==> config.mk <==
export PLATFORM = sky130hd
export DESIGN_NAME = base_bitunswap_skid
export DESIGN_NICKNAME = d
export VERILOG_FILES = /design/src/rtl/base_bitunswap_skid.sv
export SDC_FILE = /design/constraint.sdc
export NUM_CORES = 1
export LEC_CHECK = 0
export ABC_AREA = 1
export BUFFER_PORTS_ARGS = -buffer_cell sky130_fd_sc_hd__buf_2
export CAP_MARGIN = 15
export CORE_AREA = 2 2 39 41
export DETAILED_ROUTE_END_ITERATION = 10
export DIE_AREA = 0 0 41 43
export GPL_TIMING_DRIVEN = 0
export PLACE_DENSITY = 0.33
export SLEW_MARGIN = 0
export SYNTH_ARGS = -nofsm -noshare
export SYNTH_HDL_FRONTEND = slang
export SYNTH_SLANG_ARGS = --single-unit
==> constraint.sdc <==
create_clock -name clk -period 1.05 [get_ports clk]
set_clock_uncertainty 0.15 [all_clocks]
set_input_delay 0.21 -clock clk [delete_from_list [all_inputs] [get_ports clk]]
set_output_delay 0.21 -clock clk [all_outputs]
set_load 0.02 [all_outputs]
==> src/rtl/base_bitunswap_skid.sv <==
// Registered descending-to-ascending bit-order converter with a two-entry skid buffer.
// Latency 1 cycle when empty; i_r is a pure register output (~skid valid), full throughput.
module base_bitunswap_skid #(
  parameter int width = 1
) (
  input  logic             clk,
  input  logic             reset,
  input  logic             i_v,
  output logic             i_r,
  input  logic [width-1:0] i_d,
  output logic             o_v,
  input  logic             o_r,
  output logic [0:width-1] o_d
);

  logic             m_v_q, m_v_d;
  logic             s_v_q, s_v_d;
  logic [width-1:0] m_d_q, m_d_d;
  logic [width-1:0] s_d_q, s_d_d;
  logic             acc;
  logic             pop;

  assign i_r = ~s_v_q;
  assign o_v = m_v_q;
  assign acc = i_v & ~s_v_q;
  assign pop = m_v_q & o_r;

  always_comb begin
    m_v_d = m_v_q;
    s_v_d = s_v_q;
    m_d_d = m_d_q;
    s_d_d = s_d_q;
    if (!m_v_q) begin
      if (acc) begin
        m_v_d = 1'b1;
        m_d_d = i_d;
      end
    end else if (pop) begin
      if (s_v_q) begin
        m_d_d = s_d_q;
        s_v_d = 1'b0;
      end else if (acc) begin
        m_d_d = i_d;
      end else begin
        m_v_d = 1'b0;
      end
    end else if (!s_v_q && acc) begin
      s_v_d = 1'b1;
      s_d_d = i_d;
    end
  end

  always_ff @(posedge clk or posedge reset) begin
    if (reset) begin
      m_v_q <= 1'b0;
      s_v_q <= 1'b0;
      m_d_q <= '0;
      s_d_q <= '0;
    end else begin
      m_v_q <= m_v_d;
      s_v_q <= s_v_d;
      m_d_q <= m_d_d;
      s_d_q <= s_d_d;
    end
  end

  // Index-for-index copy into the ascending port, which bit-reverses the packed value.
  always_comb begin
    for (int k = 0; k < width; k++) begin
      o_d[k] = m_d_q[k];
    end
  end

endmodule

* Word-level counts from Yosys, hierarchy flattened
Index checks and enable logic that the tools add are counted.
** Cells by class
- Equal/unequal tests :: 1
- Multiplexer cells :: 10
- Bitwise logic cells :: 4
- Reduce and logical (&&, ||, !) cells :: 5
** Operators by type and width (count)
- $mux W1 :: 10
- $reduce_and A3 Y1 :: 1
- $and A1 B1 Y1 :: 2
- $ne A2 B1 Y1 const B :: 1
- $not A1 Y1 :: 2
- $reduce_and A2 Y1 :: 1
- $reduce_bool A2 Y1 :: 1
- $logic_and A1 B1 Y1 :: 1
- $logic_not A1 Y1 :: 1
** Storage, ports and cells
- Bits in registers :: 4
- Output and inout port bits :: 3
- Word-level logic and storage cells :: 24

* Longest topological paths before layout
Gate-level depths: netlist of the first run.
- Word-level depth :: 6
- Gate-level depth with buffers :: 7
- Mapped depth without buffers :: 7

* Least setup slack after synthesis of the first run
No wires, ideal clock.
- Path kind :: register to register
- Start :: register m_v_q (netlist: o_v)
- End :: register m_d_q (netlist: o_d)
- Arrival :: 797 ps
- Required time :: 787 ps
- Slack :: -10 ps
- Cell stages (with the launch flop) :: 6
- Path buffers :: 0
- Clock period less this slack :: 1060 ps
- Path through :: dfrtp_1 nand2_1 nand2_1 nand2_1 nand2_1 inv_1
** Between the ends
- Word-level cells in the longest chain between the ends :: 2
- Elaborated cells on any way between the ends :: 3
- Those cells by class :: 1 x eq/ne; 1 x mux; 1 x bitwise
** Ends and longest elaborated chain
- start, declared :: line 16 : logic m_v_q, m_v_d;
- start signal, assigned :: line 60 : m_v_q <= m_v_d;
- $and A1 B1 Y1 :: line 26 : assign pop = m_v_q & o_r;
- $ne A2 B1 Y1 (no line)
- end signal, assigned :: line 62 : m_d_q <= m_d_d;
- end, declared :: line 18 : logic [width-1:0] m_d_q, m_d_d;
Several ways; a longest one is shown, not always the timed one.
A chain may end at the register's enable or synchronous reset.

* Final worst setup path of the first run
- Start :: register s_v_q
- End :: output i_r
** Between the ends
- Word-level cells in the longest chain between the ends :: 1
** Ends and longest elaborated chain
- start, declared :: line 17 : logic s_v_q, s_v_d;
- start signal, assigned :: line 61 : s_v_q <= s_v_d;
- $not A1 Y1 :: line 23 : assign i_r = ~s_v_q;
- end, declared :: line 9 : output logic i_r,
No other way between the ends.

==> results.cfg, run 1 <==
[route]
dr.max_layer_used = met3
route.antenna.remaining_nets = 0
wl_per_cell_um = 7.40
met2_wirelength_um = 223
wl_met3_um = 45
wl_met1_um = 176
remaining_drc_errors = 0
wl_um = 444
firstDrtPassIters = 2
drtIter0Drc = 1
vias = 219
vias_per_cell = 3.65

[pwr]
p_int_uw = 637
ir_drop_uv = 602
switchingPower_uw = 374
power_leakage_uw = 0.000197
swShare_pct = 37.0
powerDensity_nw_per_um2 = 2940
total_power_uw = 1010
pwr-share-comb_pct = 51.4
clockPowerShare_pct = 20.4
seq_power_share_pct = 28.2

[sta]
maxSlewViolCount = 0
grt_setup_unrepaired = yes
tns_ns = -0.322
hold_slack_ns = 0.0852
slew_headroom_pct = 89.4
tightestPinTransition_ns = 0.159
finalCritPeriodShare_pct = 109
setup_viol = 5
fmax_mhz = 870
worst_slack_ns = -0.0996
hold_viol_final = 0
min_period_ns = 1.15

[worst_setup_path]
r2r_setup_slack_ns = -0.04
crit_arrival_ns = 0.79
required_ns = 0.69
reg2regPathDepth = 5
start_kind = flip-flop
worstReg2RegStart = s_v_q$_DFFE_PP0P_
end_kind = primary output
worstReg2RegEnd = s_d_q$_DFFE_PP0P_
cp_max_fo = 2
path_class = flip-flop to primary output

[die]
placementRows = 14
die_h_um = 43
core_um2 = 1380
initial_utilization_pct = 14.7
die_width_um = 41
dieArea_um2 = 1760
io_pins = 8

[clock_network]
cts_tree = done
cts_buffers = 3
cts_buffer_depth = 2
clk_pin_slew_ns = 0.04
clock_latency_ns = 0.24
cts_max_level = 1
clkSinkCount = 4
cts-root-buf = clkbuf_4

[status]
violations = negative setup slack
status = finished, violations left

[global_routing]
overflow = 0
grtUsageTotal_pct = 6.35
grt_pass1_vias = 212
grt_pass1_wl_um = 690
grt_start_max_net_pins = 6
grt_antenna_before_repair = 0

[finish]
drive_above_1_share_pct = 38.6
syn_to_final_growth_pct = 68.7
layout.cells.non_filler = 60
fin_nets = 50
antenna_cells = 0
layout_commonest_cell = nand2_1
mostFrequentLayoutCells = nand2_1 (11), inv_1 (6), buf_2 (4), buf_6 (4)

[synthesis]
syn_area_um2 = 204
synth-seq-cells = 4
syn_area_per_cell_um2 = 7.03
yosys_warnings = 0
synth_nets = 34
synthCells = 29
synth_cell_types = 8
ys_seq_area_share_pct = 49.1

[placement]
hpwl_um = 353
gp_congestion = 0.591
post-place-ws_ns = 0.0197
dp_cells = 52
io_buffers = 7

[job]
max_cap_viol_count = 0

[min_path]
holdCritPathClass = primary input to flip-flop
hold_path_end = o_v$_DFF_PP0_
min_path_cells = 3
min_from = i_v
cell type report:
type	instances	area, um2
fillers	160	1040
flip-flops and latches	4	101
repair buffers	11	90.1
multi-input cells	18	80.1
clock buffers	4	26.3
inverters	7	26.3
well taps	16	20.0
power by group through the flow:
stage	Sequential, uW	Combinational, uW	Clock, uW
after floorplan	338	187	0
after global placement	297	331	0
after detailed placement	298	332	0
after CTS	285	526	216
after global routing	292	564	234
final	285	519	206
flip-flops by register name (all words and copies together) (netlist names):
register  flops
o_d           1
o_v           1
s_d_q         1
s_v_q         1
critical path: stages (launching register included):
cell and delay (ns):
dfrtp_1 0.38, inv_2 0.07, buf_6 0.11
routing by layer:
metal	global-route usage, %	vias to the layer above
met5	0	-
met2	9.69	6
met1	4.56	98
met3	3.14	0
li1	-	115
met4	8.00	0
Yosys cell counts:
library cell,n,area (um2)
nand2_1,12,45.0
nand2_2,1,6.26
inv_2,1,3.75
nand4_1,1,6.26
o21ai_1,1,5.00
inv_1,6,22.5
dfrtp_1,4,100
nand3_1,3,15.0
through the flow:
step                utilization, %  cell area, um2
global route                  24.9             344
CTS                           24.9             344
global placement              18.8             260
detailed placement            18.8             260
finish                        24.9             344
floorplan                        -             205
how the worst max path moves through the flow:
stage / slack [ns] / endpoint / startpoint / cells past startpoint
after global routing: -0.14 / i_r / s_v_q$_DFFE_PP0P_ / 2
after detailed placement: 0.02 / s_d_q$_DFFE_PP0P_ / s_v_q$_DFFE_PP0P_ / 4
after global placement: 0.02 / o_d$_DFFE_PP0P_ / s_v_q$_DFFE_PP0P_ / 6
after CTS: -0.11 / i_r / s_v_q$_DFFE_PP0P_ / 2
after floorplan: 0.004 / s_d_q$_DFFE_PP0P_ / s_v_q$_DFFE_PP0P_ / 4
final: -0.1 / i_r / s_v_q$_DFFE_PP0P_ / 2
what timing repair did:
action	CTS	global route
hold buffers	1	0
hold endpoints to repair	4	0
setup buffers	3	0
setup endpoints to repair	3	5
resized for setup	8	0
cell families (layout without fill, tap and decap cells):
kind of cell	count (synthesis)	count (layout)	share of synthesized area, %
AOI/OAI and AO/OA	1	1	2.45
buffers and inverters	7	22	12.9
DFF	4	4	49.1
and+or+nand+nor	17	17	35.6
Note: power is estimated with default switching activity, not from simulation.
==> inputs of run 2 (changes only) <==
==> constraint.sdc (replaced) <==
create_clock -name clk -period 1.05 [get_ports clk]
set_clock_uncertainty 0.15 [all_clocks]
set_input_delay 0 -clock clk [delete_from_list [all_inputs] [get_ports clk]]
set_output_delay 0 -clock clk [all_outputs]
set_load 0.02 [all_outputs]
==> results.cfg, run 2 (synthesis gave the netlist of run 1 again) <==
[status]
status = complete, no violations

[sta]
slew_headroom_pct = 89.4
fmax_mhz = 962
min_period_ns = 1.04
finalCritPeriodShare_pct = 99.0
maxSlewViolCount = 0
worst_slack_ns = 0.0101
tightestPinTransition_ns = 0.159
hold_viol_final = 0
setup_viol = 0
grt_setup_unrepaired = yes

[worst_setup_path]
start_kind = flip-flop
required_ns = 0.90
worstReg2RegStart = s_v_q$_DFFE_PP0P_
reg2regPathDepth = 4
crit_arrival_ns = 0.89
crit_path_start = s_v_q$_DFFE_PP0P_
worstReg2RegEnd = s_d_q$_DFFE_PP0P_
end_kind = primary output
r2r_setup_slack_ns = 0.02
path_class = flip-flop to primary output
cp_max_fo = 4

[die]
placementRows = 14
die_h_um = 43
die_width_um = 41
io_pins = 8
dieArea_um2 = 1760
core_um2 = 1380
initial_utilization_pct = 14.7

[clock_network]
cts_max_level = 1
clkSinkCount = 4
cts_tree = done
clock_latency_ns = 0.24
cts_buffer_depth = 2
cts_buffers = 3
clk_pin_slew_ns = 0.04
cts-root-buf = clkbuf_4

[finish]
layout_commonest_cell = nand2_1
drive_above_1_share_pct = 33.3
n_fill_cell = 158
syn_to_final_growth_pct = 66.3
mostFrequentLayoutCells = nand2_1 (12), buf_2 (7), inv_1 (6), dlygate4sd3_1 (4)
antenna_cells = 0
fin_nets = 51
final_area_um2 = 339

[placement]
io_buffers = 7
hpwl_um = 353
post-place-ws_ns = 0.0197
gp_congestion = 0.591
postPlaceCellArea_um2 = 260

[job]
max_cap_viol_count = 0

[route]
drtIter0Drc = 1
vias = 215
remaining_drc_errors = 0
route.antenna.remaining_nets = 0
firstDrtPassIters = 2
wl_um = 441
vias_per_cell = 3.52
wl_per_cell_um = 7.23

[pwr]
ir_drop_uv = 623
power_leakage_uw = 0.000193
powerDensity_nw_per_um2 = 2560
total_power_uw = 869

[min_path]
holdCritPathClass = primary input to asynchronous set/reset pin

[global_routing]
grtUsageTotal_pct = 6.05
grt_antenna_before_repair = 0
overflow = 0
grt_start_max_net_pins = 7
grt_pass1_wl_um = 655
grt_pass1_vias = 200
-- run 2: changes by cell type in the layout (fill, tap and decap cells not counted) --
cell / delta
buf_2: +3
buf_4: -1
buf_6: -4
dlygate4sd3_1: +3
nand2_1: +1
nand2_2: -1
nand3_1: -1
nand3_2: +1
-- run 2: layer usage --
metal / vias up / share of wire [%] / GRT usage (%)
met5: - / 0 / 0
met4: 0 / 0 / 8.00
met3: 0 / 8.2 / 3.14
met2: 6 / 47 / 8.44
met1: 92 / 45 / 4.89
li1: 117 / - / -
-- run 2: worst max-delay path by stage --
| stage | to | slack (ns) |
|---|---|---|
| floorplan | s_d_q$_DFFE_PP0P_ | 0.004 |
| global placement | o_d$_DFFE_PP0P_ | 0.02 |
| detailed placement | s_d_q$_DFFE_PP0P_ | 0.02 |
| CTS | i_r | 0.005 |
| global route | s_d_q$_DFFE_PP0P_ | -0.05 |
| finish | i_r | 0.01 |
-- run 2: final cells by class --
class	instances	area (um2)	area share (%)
clock buffer	4	26.3	7.75
inverter	7	26.3	7.75
multi-input combinational	18	82.6	24.4
sequential	4	101	29.9
tap	16	20.0	5.90
timing repair buffer	12	82.6	24.4
-- run 2: through the flow --
stage               util (%)  setup TNS [ns]  hold WS [ns]  cells
floorplan                  -               0        -0.384     29
CTS                     23.6               0        0.0335     60
global route            24.5          -0.106        0.0647     61
detailed placement      18.8               0        -0.257     52
global placement        18.8               0        -0.263     52
finish                  24.5               0        0.0352     61
-- run 2: critical path, stage by stage, from the launching register on --
cell and delay, ns:
dfrtp_1 0.40, inv_2 0.10, buf_2 0.17
-- run 2: power by group --
| part | internal [uW] | total (uW) | switching, uW |
|---|---|---|---|
| Sequential | 232 | 293 | 60.5 |
| Clock | 143 | 206 | 63.4 |
| Combinational | 147 | 370 | 223 |
-- run 2: repair_timing --
item	in CTS	in global routing
setup endpoints to repair	0	3
resized for setup	0	1
endpoints found under the hold margin	7	0
buffers inserted	0	1
hold buffers	4	0
